File: config.mk
export PLATFORM = sky130hd
export DESIGN_NAME = freq_period_meter
export DESIGN_NICKNAME = d
export VERILOG_FILES = /design/src/rtl/freq_meter_pkg.sv /design/src/rtl/edge_sync.sv /design/src/rtl/freq_period_meter.sv
export SDC_FILE = /design/constraint.sdc
export NUM_CORES = 1
export LEC_CHECK = 0
export BUFFER_PORTS_ARGS = -buffer_cell sky130_fd_sc_hd__buf_2
export CORE_ASPECT_RATIO = 1.1
export CORE_MARGIN = 4
export CORE_UTILIZATION = 65
export CTS_BUF_LIST = sky130_fd_sc_hd__clkbuf_8
export DETAILED_ROUTE_END_ITERATION = 7
export GPL_TIMING_DRIVEN = 0
export HOLD_SLACK_MARGIN = 0.02
export PLACE_DENSITY = 0.86
export SETUP_SLACK_MARGIN = 0.15
export SLEW_MARGIN = 20
export SYNTH_ARGS = -nofsm -noshare
export SYNTH_HDL_FRONTEND = slang
export SYNTH_SLANG_ARGS = --single-unit
File: constraint.sdc
create_clock -name MAX10_CLK1_50 -period 8 [get_ports MAX10_CLK1_50]
set_clock_uncertainty 0.15 [all_clocks]
set_input_delay 1.6 -clock MAX10_CLK1_50 [delete_from_list [all_inputs] [get_ports MAX10_CLK1_50]]
set_output_delay 1.6 -clock MAX10_CLK1_50 [all_outputs]
set_load 0.01 [all_outputs]
File: src/rtl/freq_meter_pkg.sv
// Shared definitions for the period/high-time meter and the display formatter.
// State codes are plain localparams so non-SV consumers can decode the raw value.
package freq_meter_pkg;

    localparam logic [1:0] ST_IDLE = 2'd0;
    localparam logic [1:0] ST_ARM  = 2'd1;
    localparam logic [1:0] ST_MEAS = 2'd2;
    localparam logic [1:0] ST_TMO  = 2'd3;

    typedef enum logic [1:0] {
        StIdle = ST_IDLE,
        StArm  = ST_ARM,
        StMeas = ST_MEAS,
        StTmo  = ST_TMO
    } state_e;

endpackage

File: src/rtl/edge_sync.sv
// Synchroniser for an asynchronous input with registered rise/fall pulses
// taken from the two oldest synchroniser stages.
module edge_sync #(
    parameter int unsigned SYNC_STAGES = 2
) (
    input  logic clk,
    input  logic rst_n,
    input  logic sig_in,
    output logic rise,
    output logic fall
);

    logic [SYNC_STAGES-1:0] sync_q;
    logic                   rise_q;
    logic                   fall_q;

    always_ff @(posedge clk or negedge rst_n) begin
        if (!rst_n) begin
            sync_q <= '0;
            rise_q <= 1'b0;
            fall_q <= 1'b0;
        end else begin
            sync_q <= {sync_q[SYNC_STAGES-2:0], sig_in};
            rise_q <= sync_q[SYNC_STAGES-2] & ~sync_q[SYNC_STAGES-1];
            fall_q <= ~sync_q[SYNC_STAGES-2] & sync_q[SYNC_STAGES-1];
        end
    end

    assign rise = rise_q;
    assign fall = fall_q;

endmodule

File: src/rtl/freq_period_meter.sv
// Measures period and high time of an asynchronous square wave in clock cycles,
// averaged over 2**AVG_LOG2 periods, with a dead-input timeout.
module freq_period_meter #(
    parameter int unsigned CNT_W       = 26,
    parameter int unsigned AVG_LOG2    = 2,
    parameter int unsigned SYNC_STAGES = 2,
    parameter int unsigned TIMEOUT     = 50_000_000
) (
    input  logic             MAX10_CLK1_50,
    input  logic             reset,
    input  logic             sig_in,
    input  logic             enable,
    output logic [CNT_W-1:0] period,
    output logic [CNT_W-1:0] high_time,
    output logic             result_valid,
    output logic             timeout
);
    import freq_meter_pkg::*;

    localparam int unsigned      ACC_W   = CNT_W + AVG_LOG2;
    localparam int unsigned      N_W     = AVG_LOG2 + 1;
    localparam logic [N_W-1:0]   N_LAST  = N_W'((1 << AVG_LOG2) - 1);
    localparam logic [CNT_W-1:0] CNT_TMO = CNT_W'(TIMEOUT);

    logic rise, fall;

    edge_sync #(
        .SYNC_STAGES(SYNC_STAGES)
    ) u_edge_sync (
        .clk    (MAX10_CLK1_50),
        .rst_n  (reset),
        .sig_in (sig_in),
        .rise   (rise),
        .fall   (fall)
    );

    state_e             state_q, state_d;
    logic [CNT_W-1:0]   cnt_q, cnt_d, cnt_inc;
    logic [CNT_W-1:0]   hi_smp_q, hi_smp_d;
    logic [ACC_W-1:0]   per_acc_q, per_acc_d, hi_acc_q, hi_acc_d, per_sum, hi_sum;
    logic [N_W-1:0]     n_q, n_d;
    logic [CNT_W-1:0]   period_q, period_d, high_q, high_d;
    logic               valid_q, valid_d, tmo_q, tmo_d;

    assign cnt_inc = cnt_q + 1'b1;
    assign per_sum = per_acc_q + ACC_W'(cnt_inc);
    assign hi_sum  = hi_acc_q + ACC_W'(hi_smp_q);

    always_comb begin
        state_d   = state_q;
        cnt_d     = cnt_q;
        hi_smp_d  = hi_smp_q;
        per_acc_d = per_acc_q;
        hi_acc_d  = hi_acc_q;
        n_d       = n_q;
        period_d  = period_q;
        high_d    = high_q;
        valid_d   = 1'b0;
        tmo_d     = tmo_q;

        if (!enable) begin
            state_d   = StIdle;
            cnt_d     = '0;
            per_acc_d = '0;
            hi_acc_d  = '0;
            n_d       = '0;
            tmo_d     = 1'b0;
        end else begin
            unique case (state_q)
                StIdle: begin
                    state_d = StArm;
                    cnt_d   = '0;
                end
                StArm, StMeas: begin
                    if (state_q == StMeas && fall) begin
                        hi_smp_d = cnt_inc;
                    end
                    if (rise) begin
                        cnt_d   = '0;
                        state_d = StMeas;
                        if (state_q == StMeas) begin
                            // Last sample of the window: publish and restart in one cycle.
                            if (n_q == N_LAST) begin
                                period_d  = CNT_W'(per_sum >> AVG_LOG2);
                                high_d    = CNT_W'(hi_sum >> AVG_LOG2);
                                valid_d   = 1'b1;
                                per_acc_d = '0;
                                hi_acc_d  = '0;
                                n_d       = '0;
                            end else begin
                                per_acc_d = per_sum;
                                hi_acc_d  = hi_sum;
                                n_d       = n_q + 1'b1;
                            end
                        end
                    end else if (cnt_inc == CNT_TMO) begin
                        state_d   = StTmo;
                        tmo_d     = 1'b1;
                        cnt_d     = '0;
                        per_acc_d = '0;
                        hi_acc_d  = '0;
                        n_d       = '0;
                    end else begin
                        cnt_d = cnt_inc;
                    end
                end
                StTmo: begin
                    if (rise) begin
                        state_d = StMeas;
                        tmo_d   = 1'b0;
                        cnt_d   = '0;
                    end
                end
                default: state_d = StIdle;
            endcase
        end
    end

    always_ff @(posedge MAX10_CLK1_50 or negedge reset) begin
        if (!reset) begin
            state_q   <= StIdle;
            cnt_q     <= '0;
            hi_smp_q  <= '0;
            per_acc_q <= '0;
            hi_acc_q  <= '0;
            n_q       <= '0;
            period_q  <= '0;
            high_q    <= '0;
            valid_q   <= 1'b0;
            tmo_q     <= 1'b0;
        end else begin
            state_q   <= state_d;
            cnt_q     <= cnt_d;
            hi_smp_q  <= hi_smp_d;
            per_acc_q <= per_acc_d;
            hi_acc_q  <= hi_acc_d;
            n_q       <= n_d;
            period_q  <= period_d;
            high_q    <= high_d;
            valid_q   <= valid_d;
            tmo_q     <= tmo_d;
        end
    end

    assign period       = period_q;
    assign high_time    = high_q;
    assign result_valid = valid_q;
    assign timeout      = tmo_q;

endmodule
======== Word-level counts from Yosys, hierarchy flattened ========
Index checks and enable logic that the tools add are counted.
word-level totals
  logic and storage cells ................. 79
  register bits ........................... 171
  bits of input ports ..................... 4
  output and inout bits ................... 54
cells by class
  bitwise gates (word level) .............. 4
  reductions and logical operators ........ 8
  muxes and demuxes ....................... 37
  equal/unequal tests ..................... 13
  add/sub/neg operators ................... 4
operators with widths
  kind                                                                     count
  28-bit 2-to-1 mux                                                        11
  26-bit 2-to-1 mux                                                        4
  26-bit case mux with 3 select lines                                      1
  28-bit by 26-bit adder with 28-bit output                                2
  26-bit by 1-bit adder with 26-bit output, second input constant          1
  26-bit == test, second input constant                                    1
  3-bit 2-to-1 mux                                                         6
  1-bit 2-to-1 mux                                                         9
  3-bit inequality test, second input constant                             3
  2-bit 2-to-1 mux                                                         4
  3-bit by 1-bit inequality test with 1-bit output, second input constant  2
  2-bit case mux with 3 select lines                                       1
  3-bit AND reduction                                                      2
  5-bit AND reduction                                                      1
  2-bit == test, second input constant                                     2
  4-bit by 3-bit inequality test with 1-bit output, second input constant  1
  4-bit AND reduction                                                      1
  3-bit by 1-bit adder with 3-bit output, second input constant            1
  3-bit by 2-bit == test with 1-bit output, second input constant          1
  3-bit by 2-bit inequality test with 1-bit output, second input constant  1
  1-bit AND                                                                2
  2-bit by 1-bit == test with 1-bit output, second input constant          1
  2-bit logical NOT                                                        1
  2-bit by 1-bit inequality test with 1-bit output, second input constant  1
  5 further kinds                                                          6

======== Depth between registers and ports, before layout ========
Gate-level depths: netlist of run 1.
  word-level depth ........................ 7
  depth in mapped cells ................... 18

======== By module ========
Synthesis of run 1 repeated with hierarchy kept, for this count alone.
second synthesis, totals
  cells, all modules ...................... 1,057
  area, all modules ....................... 10,014.6 µm²
modules (own cells, without submodules)
  module             cells an instance  instances  seq. area each (µm²)  area each (µm²)
  freq_period_meter  1,051              1          4,179.0               9,899.5
  edge_sync          6                  1          100.1                 115.1

======== Worst setup path before layout of run 1 ========
No wires, ideal clock.
  path kind ............................... reg2reg
  start point ............................. register cnt_q[0]
  end point ............................... register period_q[23] (netlist: period[23])
  period minus slack after synthesis ...... 3.780 ns
  cell stages (with the launch flop) ...... 17
  buffers on the path ..................... 2
  arrival ................................. 3.505 ns
  slack ................................... 4.220 ns
  path through ............................ dfrtp_1 -> ha_1 -> buf_2 -> and4_1 -> buf_4 -> nand4_1 -> xor2_1 -> inv_1 -> ha_1 -> and2_1 -> a2111oi_0 -> a21oi_1 -> o221ai_1 -> a31oi_1 -> a31oi_1 -> xnor2_1 -> mux2_2
between the ends
  cells in the longest elaborated chain, start to end .. 2
RTL lines
  item                                       RTL line                  text
  start, declared                            freq_period_meter.sv:38   logic [CNT_W-1:0] cnt_q, cnt_d, cnt_inc;
  start signal, assigned                     freq_period_meter.sv:133  cnt_q <= cnt_d;
  26-bit by 1-bit adder with 26-bit output   freq_period_meter.sv:45   assign cnt_inc = cnt_q + 1'b1;
  via cnt_inc[12]                            freq_period_meter.sv:38
  28-bit by 26-bit adder with 28-bit output  freq_period_meter.sv:46   assign per_sum = per_acc_q + ACC_W'(cnt_inc);
  end signal, assigned                       freq_period_meter.sv:138  period_q <= period_d;
  end, declared                              freq_period_meter.sv:42   logic [CNT_W-1:0] period_q, period_d, high_q, high_d;
The timed path passes the listed nets, and every way through them passes these cells.
A chain may end at the register's enable or synchronous reset.

======== Worst setup path after layout of run 1 ========
  start point ............................. register cnt_q[0]
  end point ............................... register per_acc_q[26]
between the ends
  cells in the longest elaborated chain, start to end .. 7
  elaborated cells on any way between the ends .. 10
  classes of those cells .................. 2 x add/sub; 2 x eq/ne; 5 x mux; 1 x reduce/logical
RTL lines
  item                                        RTL line                  text
  26-bit by 1-bit adder with 26-bit output *  freq_period_meter.sv:45
  via cnt_inc[13]                             freq_period_meter.sv:38
  28-bit by 26-bit adder with 28-bit output   freq_period_meter.sv:46
  28-bit 2-to-1 mux                           freq_period_meter.sv:83   if (n_q == N_LAST) begin
  28-bit 2-to-1 mux                           freq_period_meter.sv:81   if (state_q == StMeas) begin
  28-bit 2-to-1 mux                           freq_period_meter.sv:78   if (rise) begin
  28-bit 2-to-1 mux                           freq_period_meter.sv:69   unique case (state_q)
  28-bit 2-to-1 mux                           freq_period_meter.sv:61   if (!enable) begin
  end signal, assigned                        freq_period_meter.sv:135  per_acc_q <= per_acc_d;
  end, declared                               freq_period_meter.sv:40   logic [ACC_W-1:0] per_acc_q, per_acc_d, hi_acc_q, hi_acc_d, per_sum, hi_sum;
Mark *: on every way through the listed nets, which the timed path passes. The rest lies on a longest branch. The select of a mux whose other input is x is not followed.

==> impl_results.md, run 1 <==
- Unrepaired setup endpoints after global routing: no
- Top cells by area in the synthesized netlist: dfrtp_1, ha_1, nand2_1, a22o_1, xnor2_1
- Fin. max-slew vios: 0
- Max Cap Viol: 0
- Setup CP Type: register to register
- Cell Count, Final, Fillers Out: 1306
- Drt wl/cell: 18.3 um
- Drt first pass iters: 5
- Area delta synth->final: 9.69%
- Initial antenna violation count: 0
- Crit. End Element: register
- Final setup violation count: 0
- Min-delay worst type: register to register
- Ys Warns: 0
- Rel. slew slack: 34.3%
- Seq/Total Area, Yosys: 44.0%
- Final Net Count: 1166
- Syn_nets: 1089
- Tmin final: 4.63 ns
- Routed via count: 8134
- CTS clock-pin slew for the worst setup and hold paths: 0.08 ns
- FMAX: 216 MHz
- Critical R2R Capture: per_acc_q[26]
- WP buf/inv: 1
- Post-synth top flop: dfrtp_1
- Clock tree from TritonCTS: yes
- Synthesized netlist cell count: 1027
- Final Hold Fails: 0
- EDFF count, synth: 0
- Via density per instance: 6.23
- DIE AREA: 17000 um^2
- DRT antenna net count: 0
- Final Routed Wirelength: 23900 um
- Syn_area_per_cell: 9.48 um^2
- Rows: 46
- Dpl hpwl: 17600 um
- Maximum VDD drop: 0.118 mV
- Status: finished clean
- # port buffers: 57
- Filler instances: 1080
- CP required: 8.25 ns
- Synth cell types: 74
- Resized Gates After CTS: 0
- Yosys top cell area share: 44.0%
- R2R Setup Slk: 3.37 ns
- Hold-fix buffers at CTS: 0
- Ports: 58
- # H-tree levels: 4
- Worst Path Arrival: 4.87 ns
- Synth Cell Area: 9730 um^2
- Levels on crit path: 14
- Startpoint class of the critical path: register
- Critical Path Max Stage Delay: 0.71 ns
- CP max stage cell: nor4_1
- Async S/R FF share, synth: 100%
- Dominant cell type by area after synthesis: dfrtp_1
- GRT overflow: 0
- Worst Reg-to-Reg Cells: 14
- Core region area: 14600 um^2
- Max clock buf depth: 2
- Largest net degree at the start of global routing: 102
- Post-route total power: 1.69 mW
- Leading cell type in the layout, fill and taps excluded: nand2_1
- Routability cong.: 0.943
- Die span in y: 136 um
- Num Clock Sinks: 171
- GRT Overall Usage: 29.3%
- DRC: 0
- Width of the die: 125 um
- Vias in the first global route: 7861
- Top delay family on crit path: compound AO/OA/AOI/OAI gates
- Fin crit share: 57.8%
- Launch point of the worst path: cnt_q[0]
- Most frequent cells in the layout: nand2_1, dfrtp_1, o21ai_0
- Share of layout cells above drive strength 1: 12.8%
- LEAKAGE: 5.52 nW
- Drt first-iter violations: 855
- First-pass GRT wire length: 39800 um
- Worst-Skew Late Latency: 0.47 ns
- RR Startpoint: cnt_q[0]
- Antenna diodes: 0
- Crit Path Max Fanout: 9
- Number of clock buffers inserted by TritonCTS: 17
- Worst Tran Pin Value: 0.961 ns
- Power Density: 158 nW/um^2
- Initial Utilization: 66.8%
- Synth Register Bits: 171
- Critical path, cell by cell: nand3_1 > nor4_1 > nand3_1 > xor2_1 > inv_1 > ha_1 > a21oi_1 > nor2_1 > o31a_1 > a311oi_1 > o21ai_0 > a221o_1 > or2_2 > a21oi_1
- Setup Fix Bufs, Post-CTS: 0
- Setup TNS Final: 0 ns
- Root Buffer: clkbuf_8
- Cells after DPL: 1277
- CP endpoint: per_acc_q[26]
Yosys cell counts, types with 3 or more instances:
cell,instances
ha_1,56
inv_1,39
nand3_1,21
o22ai_1,4
nand2b_1,6
a21oi_1,49
a211o_1,5
o21ai_1,13
mux2_2,18
o31ai_1,10
clkbuf_1,27
o211ai_1,8
a21o_1,24
a311oi_1,3
buf_2,12
and3_1,6
o21a_1,5
a2111oi_0,3
or2_2,5
or3_1,3
o21ai_0,73
xnor2_1,42
buf_4,5
nor3b_1,6
nand4_1,11
a31oi_1,5
a211oi_1,8
nor2b_1,12
nor4_1,4
a21boi_0,3
xor2_1,26
o21bai_1,4
nor2_1,43
and4_1,3
nor3_1,13
and2_1,9
nand2_1,184
dfrtp_1,171
a22o_1,45
through the flow:
stage / hold slack [ns] / utilization [%] / instance area [um^2] / setup slack, ns
floorplan: 0.217 / - / 9730 / 4.22
CTS: 0.264 / 73.3 / 10700 / 3.45
finish: 0.262 / 73.3 / 10700 / 3.37
global route: 0.280 / 73.3 / 10700 / 2.96
detailed placement: 0.249 / 70.7 / 10300 / 3.48
global placement: 0.241 / 70.4 / 10300 / 2.56
cells by family after synthesis:
logic type / after synthesis / share of synthesized area [%]
AND/OR/NAND/NOR: 341 / 16.6
AO/OA/AOI/OAI: 284 / 19.7
flip-flops: 171 / 44.0
buffers and inverters: 85 / 3.70
XOR/XNOR: 68 / 6.12
adder cells (fa/ha/maj): 58 / 7.61
multiplexers: 20 / 2.29
metal layers:
metal  routed length (um)  part of all wire, %  GRT usage [%]  vias up
met4                  822                  3.4           13.1        0
met3                 1510                  6.3           5.15       68
met1                10100                   42           37.8     3936
met5                    0                    0              0        -
met2                11500                   48           48.8      314
li1                     -                    -              -     3816
power breakdown:
group / switching (mW) / internal, mW
Clock: 0.303 / 0.307
Sequential: 0.0161 / 0.877
Combinational: 0.134 / 0.0537
registers in the layout (all words and copies together), names as in the netlist:
name                count
n_q                     3
state_q                 2
u_edge_sync.rise        1
timeout                 1
u_edge_sync.fall        1
cnt_q                  26
result_valid            1
hi_acc_q               28
per_acc_q              28
hi_smp_q               26
high_time              26
u_edge_sync.sync_q      2
period                 26
worst min-delay path by stage:
stage	from	endpoint	slack [ns]	depth (start not counted)
after floorplan	u_edge_sync.sync_q[0]	u_edge_sync.sync_q[1]	0.22	0
after global placement	u_edge_sync.sync_q[0]	u_edge_sync.sync_q[1]	0.24	0
after detailed placement	u_edge_sync.sync_q[0]	u_edge_sync.sync_q[1]	0.25	0
after CTS	u_edge_sync.sync_q[1]	u_edge_sync.rise	0.26	1
after global routing	u_edge_sync.sync_q[1]	u_edge_sync.rise	0.28	1
final	u_edge_sync.sync_q[1]	u_edge_sync.rise	0.26	1
worst reg2reg max path: cells and delay by family (launching register included):
family	cells	cell delay, ns
xor+xnor	1	0.31
fa+ha+maj	1	0.34
compound gates	6	1.71
flops	1	0.51
simple gates	5	1.45
buf+inv	1	0.08
layout make-up:
cell class                      instances  area (um^2)  area share [%]
Timing Repair Buffer                   58          323            3.02
Multi-Input combinational cell        771         5090            47.7
Inverter                               39          146            1.37
Buffer                                 46          214            2.00
Tap cell                              192          240            2.25
Clock inverter                         11          133            1.24
Sequential cell                       171         4280            40.1
Clock buffer                           18          248            2.32
(Power assumes the default switching activity.)
==> run 2: changes to the inputs <==
--- a/config.mk
+++ b/config.mk
@@ -5,15 +5,16 @@
 export SDC_FILE = /design/constraint.sdc
 export NUM_CORES = 1
 export LEC_CHECK = 0
+export ABC_AREA = 1
 export BUFFER_PORTS_ARGS = -buffer_cell sky130_fd_sc_hd__buf_2
 export CORE_ASPECT_RATIO = 1.1
 export CORE_MARGIN = 4
-export CORE_UTILIZATION = 65
+export CORE_UTILIZATION = 64
 export CTS_BUF_LIST = sky130_fd_sc_hd__clkbuf_8
 export DETAILED_ROUTE_END_ITERATION = 7
 export GPL_TIMING_DRIVEN = 0
 export HOLD_SLACK_MARGIN = 0.02
-export PLACE_DENSITY = 0.86
+export PLACE_DENSITY = 0.85
 export SETUP_SLACK_MARGIN = 0.15
 export SLEW_MARGIN = 20
 export SYNTH_ARGS = -nofsm -noshare
==> constraint.sdc (replaced) <==
create_clock -name MAX10_CLK1_50 -period 4.39 [get_ports MAX10_CLK1_50]
set_clock_uncertainty 0.15 [all_clocks]
set_input_delay 0.878 -clock MAX10_CLK1_50 [delete_from_list [all_inputs] [get_ports MAX10_CLK1_50]]
set_output_delay 0.878 -clock MAX10_CLK1_50 [all_outputs]
set_load 0.01 [all_outputs]
==> run 2 against run 1 <==
Wire length rose by 12%. Cell count rose by 29%. Critical path depth rose by 9. Maximum frequency rose by 24%. Sequential power rose by 86%. Combinational power rose by 120%. Critical endpoint is now period[23]. Largest power group unchanged.
==> impl_results.md, run 2 <==
- Status: finished clean
- GRT overflow: 0 (unchanged)
- Post-synth top cells: nand2_1, dfrtp_1, inv_1
- Critical R2R Capture: period[23]
- RR Startpoint: cnt_q[0]
- # port buffers: 57 (unchanged)
- Ports: 58 (unchanged)
- Critical path, cell by cell: ha_1 > nand2_1 > nor2_4 > nand2_2 > nor2_2 > nand2_1 > nand2_1 > inv_1 > ha_1 > nand2_1 > nor2_1 > inv_1 > nor3_1 > nand4_1 > nand3_1 > nand2_1 > nand2_1 > nand2_1 > nand2_1 > nand2_1 > nand2_1 > nand2_1 > nand2_1
- Setup TNS Final: 0 ns (unchanged)
- Worst Tran Pin Value: 0.730 ns (-0.231 ns)
- Antenna diodes: 0 (unchanged)
- First-pass GRT wire length: 44800 um (+13%)
- CTS clock-pin slew for the worst setup and hold paths: 0.10 ns (+0.02 ns)
- CP max stage cell: dfrtp_1
- Vias in the first global route: 9324 (+19%)
- Leading cell type in the layout, fill and taps excluded: nand2_1
- Worst Path Arrival: 3.99 ns (-0.88 ns)
- WP buf/inv: 2 (+1)
- Clock tree from TritonCTS: yes
- Unrepaired setup endpoints after global routing: no
- Maximum VDD drop: 0.214 mV (+81%)
- Routed via count: 9307 (+14%)
- Synth cell types: 37 (-50%)
- Max Cap Viol: 0 (unchanged)
- Crit. End Element: register
- Power Density: 279 nW/um^2 (+76%)
- Resized Gates After CTS: 0 (unchanged)
- Seq/Total Area, Yosys: 41.9% (-2.0 points)
- Share of layout cells above drive strength 1: 7.81% (-5.0 points)
- Num Clock Sinks: 171 (unchanged)
- Width of the die: 128 um (+3.0%)
- CP dominant cell by count: nand2_1
- Rel. slew slack: 50.9% (+17 points)
- LEAKAGE: 6.33 nW (+15%)
- Synth Register Bits: 171 (unchanged)
- Largest regs: hi_acc_q: 28 flops, per_acc_q: 28 flops
- Final setup violation count: 0 (unchanged)
- Die span in y: 140 um (+3.0%)
- Syn_nets: 1458 (+34%)
- Drt wl/cell: 15.9 um (-13%)
- Final Net Count: 1535 (+32%)
- Critical Path Max Stage Delay: 0.54 ns (-0.17 ns)
- Synth Cell Area: 10200 um^2 (+4.9%)
- Util after Layout: 71.0% (-2.3 points)
- Ys Warns: 0 (unchanged)
- Drt first pass iters: 6 (+1)
- Root Buffer: clkbuf_8
- Crit Path Max Fanout: 8 (-1)
- Routability cong.: 0.999 (+6.0%)
- Top cells by area in the synthesized netlist: dfrtp_1, nand2_1, ha_1, inv_1, nor2_1
- Final Routed Wirelength: 26800 um (+12%)
- Area delta synth->final: 9.10%
- R2R Setup Slk: 0.66 ns (-2.72 ns)
- Post-route total power: 3.10 mW (+83%)
- Tmin final: 3.73 ns (-0.894 ns)
- GRT Overall Usage: 31.0% (+1.8 points)
- Via density per instance: 5.52 (-11%)
- Yosys top cell area share: 41.9% (-2.0 points)
- Dominant cell type by area after synthesis: dfrtp_1
- DIE AREA: 18000 um^2 (+6.1%)
- Drt first-iter violations: 783 (-8.4%)
- Number of clock buffers inserted by TritonCTS: 17 (unchanged)
- Worst-Skew Late Latency: 0.47 ns (about the same)
- Startpoint class of the critical path: register
- Worst Reg-to-Reg Cells: 23 (+9)
- Final Hold Fails: 0 (unchanged)
- Setup CP Type: register to register
- Initial Utilization: 65.1% (-1.7 points)
- FMAX: 268 MHz (+24%)
- Core region area: 15700 um^2 (+7.6%)
- Largest net degree at the start of global routing: 92 (-9.8%)
- Filler instances: 1314 (+22%)
- Fin. max-slew vios: 0 (unchanged)
- Async S/R FF share, synth: 100% (unchanged)
- DRT antenna net count: 0 (unchanged)
- Rows: 48 (+4.3%)
- Synthesized netlist cell count: 1396 (+36%)
- Fin crit share: 85.0% (+27 points)
- Min-delay worst type: input port to asynchronous set/reset pin
- # H-tree levels: 4 (unchanged)
- CP required: 4.65 ns (-3.60 ns)
- DRC: 0 (unchanged)
- Most frequent cells in the layout: nand2_1, dfrtp_1, inv_1
- Initial antenna violation count: 0 (unchanged)
- Hold-fix buffers at CTS: 0 (unchanged)
- EDFF count, synth: 0 (unchanged)
- Syn_area_per_cell: 7.31 um^2 (-23%)
- Post-synth top flop: dfrtp_1
- Setup Fix Bufs, Post-CTS: 0 (unchanged)
- Top delay family on crit path: simple AND/OR/NAND/NOR gates
- Count leader, synth: nand2_1
- Max clock buf depth: 2 (unchanged)
- Dpl hpwl: 20600 um (+17%)
run 2: routing by layer:
| layer | up-vias | track usage (%) | part of all wire [%] |
|---|---|---|---|
| li1 | 4628 | - | - |
| met1 | 4278 | 38.4 | 41 |
| met2 | 305 | 52.0 | 48 |
| met3 | 96 | 5.26 | 5.5 |
| met4 | 0 | 15.9 | 5.3 |
| met5 | - | 0 | 0 |
run 2: power by group:
group          switching, mW  total [mW]  internal [mW]
logic                  0.300       0.415          0.115
clock network          0.605        1.03          0.424
registers             0.0458        1.66           1.61
total                  0.951        3.10           2.15
run 2: area by class of cell:
cell class	count	area (um^2)	area share, %
multi-input combinational	1069	5300	47.6
sequential	171	4280	38.4
inverter	125	469	4.21
timing repair buffer	58	323	2.90
clock buffer	19	262	2.35
tap	200	250	2.25
buffer	31	154	1.38
clock inverter	13	93.8	0.843
run 2: per-stage QoR:
stage,instances,setup WS [ns],instance area (um^2),hold WS (ns)
finish,1686,0.658,11100,0.253
global route,1686,0.262,11100,0.290
CTS,1686,0.727,11100,0.259
detailed placement,1654,0.749,10800,0.241
global placement,1653,-0.325,10700,0.235
floorplan,1396,1.43,10200,0.224
run 2: kinds of logic after synthesis:
kind of cell / synth area share (%)
fa+ha+maj: 7.26
buf+inv: 6.11
mux: 0.110
flops: 41.9
compound gates: 10.1
xor+xnor: 4.20
simple gates: 30.3
run 2: worst max path at each step:
stage / start / endpoint / slack (ns) / depth (start not counted)
floorplan: cnt_q[0] / period[23] / 1.43 / 22
global placement: reset / result_valid / -0.33 / 1
detailed placement: cnt_q[0] / period[20] / 0.75 / 19
CTS: cnt_q[0] / period[23] / 0.73 / 23
global route: cnt_q[0] / period[23] / 0.26 / 23
finish: cnt_q[0] / period[23] / 0.66 / 23
==> run 3: changes to the inputs <==
--- a/config.mk
+++ b/config.mk
@@ -7,7 +7,7 @@
 export LEC_CHECK = 0
 export ABC_AREA = 1
 export BUFFER_PORTS_ARGS = -buffer_cell sky130_fd_sc_hd__buf_2
-export CORE_ASPECT_RATIO = 1.1
+export CORE_ASPECT_RATIO = 1.75
 export CORE_MARGIN = 4
 export CORE_UTILIZATION = 64
 export CTS_BUF_LIST = sky130_fd_sc_hd__clkbuf_8
==> run 3 against run 2 <==
The flow now finishes with violations (design-rule violations). Clock power grew 8%. Cell count is 0.83% lower. Worst setup slack got worse by 0.14 ns. Sequential power about the same. Die area rose by 0.43%. Via count up 2.4%. Sequential cell count unchanged. Total power up 2.9%. Clock-buffer cell count down 1. Global-route usage increased by 2.0 points. Utilization grew 0.69 points.
==> impl_results.md, run 3 (synthesis results as in run 2) <==
- Status: complete, but fails checks
- Failing checks: design-rule violations
- Final Hold Fails: 0 (unchanged)
- R2R Setup Slk: 0.52 ns (-0.14 ns)
- Largest regs: hi_acc_q: 28 flops, per_acc_q: 28 flops
- Reg power frac: 52.0% (-1.5 points)
- P_int: 2.20 mW (+2.5%)
- Maximum VDD drop: 0.157 mV (-27%)
- Worst Tran Pin Value: 0.724 ns (-0.00623 ns)
- Initial Utilization: 65.7% (+0.57 points)
- Min-delay worst type: input port to asynchronous set/reset pin
- Core region area: 15500 um^2 (-0.86%)
- Width of the die: 103 um (-19%)
- CTS clock-pin slew for the worst setup and hold paths: 0.11 ns (about the same)
- Fin crit share: 88.1% (+3.1 points)
- Tmin final: 3.87 ns (+0.137 ns)
- Max clock buf depth: 2 (unchanged)
- Dpl hpwl: 22200 um (+7.5%)
- Critical path, cell by cell: ha_1 > nand2_1 > nor2_4 > nand2_2 > nor2_2 > nand2_1 > nand2_1 > inv_1 > ha_1 > nand2_1 > nor2_1 > and3_1 > nand4_1 > nand3_1 > nand3_1 > nand2_1 > xor2_1 > nand2_1 > nand2_1
- Antenna diodes: 0 (unchanged)
- Fin. max-slew vios: 0 (unchanged)
- Unrepaired setup endpoints after global routing: no
- Area delta synth->final: 9.21%
- Num Clock Sinks: 171 (unchanged)
- Combinational share of power: 13.2% (-0.2 points)
- Resized Gates After CTS: 0 (unchanged)
- Routed via count: 9534 (+2.4%)
- Vias in the first global route: 9572 (+2.7%)
- Setup Fix Bufs, Post-CTS: 0 (unchanged)
- Worst-Skew Late Latency: 0.48 ns (about the same)
- Crit. End Element: register
- Routability cong.: 1.00 (+0.40%)
- WHS: 0.260 ns (+0.00757 ns)
- First-pass GRT wire length: 46200 um (+3.3%)
- CP max stage cell: dfrtp_1
- Most frequent cells in the layout: nand2_1, dfrtp_1, inv_1
- Number of clock buffers inserted by TritonCTS: 17 (unchanged)
- DRC: 4 (+4)
- Via density per instance: 5.70 (+3.3%)
- FMAX: 258 MHz (-3.5%)
- Final Routed Wirelength: 28400 um (+6.1%)
- Root Buffer: clkbuf_8
- Setup slack after layout: 0.520 ns (-0.137 ns)
- Die span in y: 175 um (+25%)
- Drt first pass iters: 8 (+2)
- Setup CP Type: register to register
- LEAKAGE: 6.35 nW (+0.32%)
- Rows: 60 (+25%)
- Pre-CTS setup slack: 0.673 ns (-0.0766 ns)
- DIE AREA: 18100 um^2 (+0.43%)
- CP required: 4.65 ns (about the same)
- CP dominant cell by count: nand2_1
- Ports: 58 (unchanged)
- Clock tree from TritonCTS: yes
- Drt wl/cell: 17.0 um (+7.0%)
- DRT antenna net count: 0 (unchanged)
- GRT overflow: 0 (unchanged)
- Rel. slew slack: 51.3% (+0.42 points)
- Largest net degree at the start of global routing: 97 (+5.4%)
- Critical Path Max Stage Delay: 0.53 ns (about the same)
- Switching part of the total: 31.0% (+0.29 points)
- Crit Path Max Fanout: 8 (unchanged)
- Final setup violation count: 0 (unchanged)
- # H-tree levels: 4 (unchanged)
- Worst Path Arrival: 4.13 ns (+0.14 ns)
- Initial antenna violation count: 0 (unchanged)
- Drt first-iter violations: 610 (-22%)
- NetSw: 0.988 mW (+3.9%)
- Power Density: 286 nW/um^2 (+2.8%)
- # port buffers: 57 (unchanged)
- GRT Overall Usage: 33.0% (+2.0 points)
- Share of layout cells above drive strength 1: 7.74% (-0.067 points)
- Final Net Count: 1535 (unchanged)
- Max Cap Viol: 0 (unchanged)
- Startpoint class of the critical path: register
- Leading cell type in the layout, fill and taps excluded: nand2_1
- Clock network power share: 34.9% (+1.7 points)
- Hold-fix buffers at CTS: 0 (unchanged)
==> run 3: area by class of cell <==
type | count | area (um^2)
plain buffers | 31 | 154
clock buffers | 18 | 248
clock inverters | 14 | 136
fillers | 1312 | 4390
inverters | 125 | 469
multi-input cells | 1069 | 5300
flip-flops and latches | 171 | 4280
well taps | 186 | 233
repair buffers | 58 | 323
==> run 3: power by group through the flow <==
stage	Sequential [mW]	Clock (mW)	Combinational, mW
2_1_floorplan	1.67	0	0.264
3_3_place_gp	1.69	0	0.399
3_5_place_dp	1.69	0	0.416
4_1_cts	1.66	1.11	0.417
5_1_grt	1.66	1.19	0.470
6_report	1.66	1.11	0.421
==> run 3: through the flow <==
stage	total power, mW	area [um^2]	setup TNS (ns)	instances	util [%]
4_1_cts	3.19	11100	0	1672	71.7
2_1_floorplan	1.94	10200	0	1396	-
5_1_grt	3.32	11100	0	1672	71.7
6_report	3.19	11100	0	1672	71.7
3_3_place_gp	2.08	10700	-46.20	1639	69.0
3_5_place_dp	2.10	10800	0	1640	69.3
==> run 3: critical path, delay by kind of cell, from the launching register on <==
kind                       cells  cell delay (ns)
DFF                            1             0.53
and+or+nand+nor               15             2.07
adders and majority gates      2             0.64
xor gates and xnor gates       1             0.32
buffers and inverters          1             0.09
==> run 3: final timing paths <==
check / start / end / cells after the start
max in group asynchronous: reset / hi_acc_q[2] / 2
hold reg to reg: u_edge_sync.sync_q[0] / u_edge_sync.sync_q[1] / 0
hold / removal: reset / high_time[19] / 1
min in group MAX10_CLK1_50: u_edge_sync.sync_q[0] / u_edge_sync.sync_q[1] / 0
setup reg to reg: cnt_q[0] / per_acc_q[22] / 19
setup / recovery: cnt_q[0] / per_acc_q[22] / 19
==> run 3: layer usage <==
metal  global-route usage [%]  wire length (um)  share of wire, %
met2                     57.6             14700                52
met5                        0                 0                 0
met4                     25.1              2630               9.2
met1                     34.2              9810                35
met3                     4.75              1280               4.5
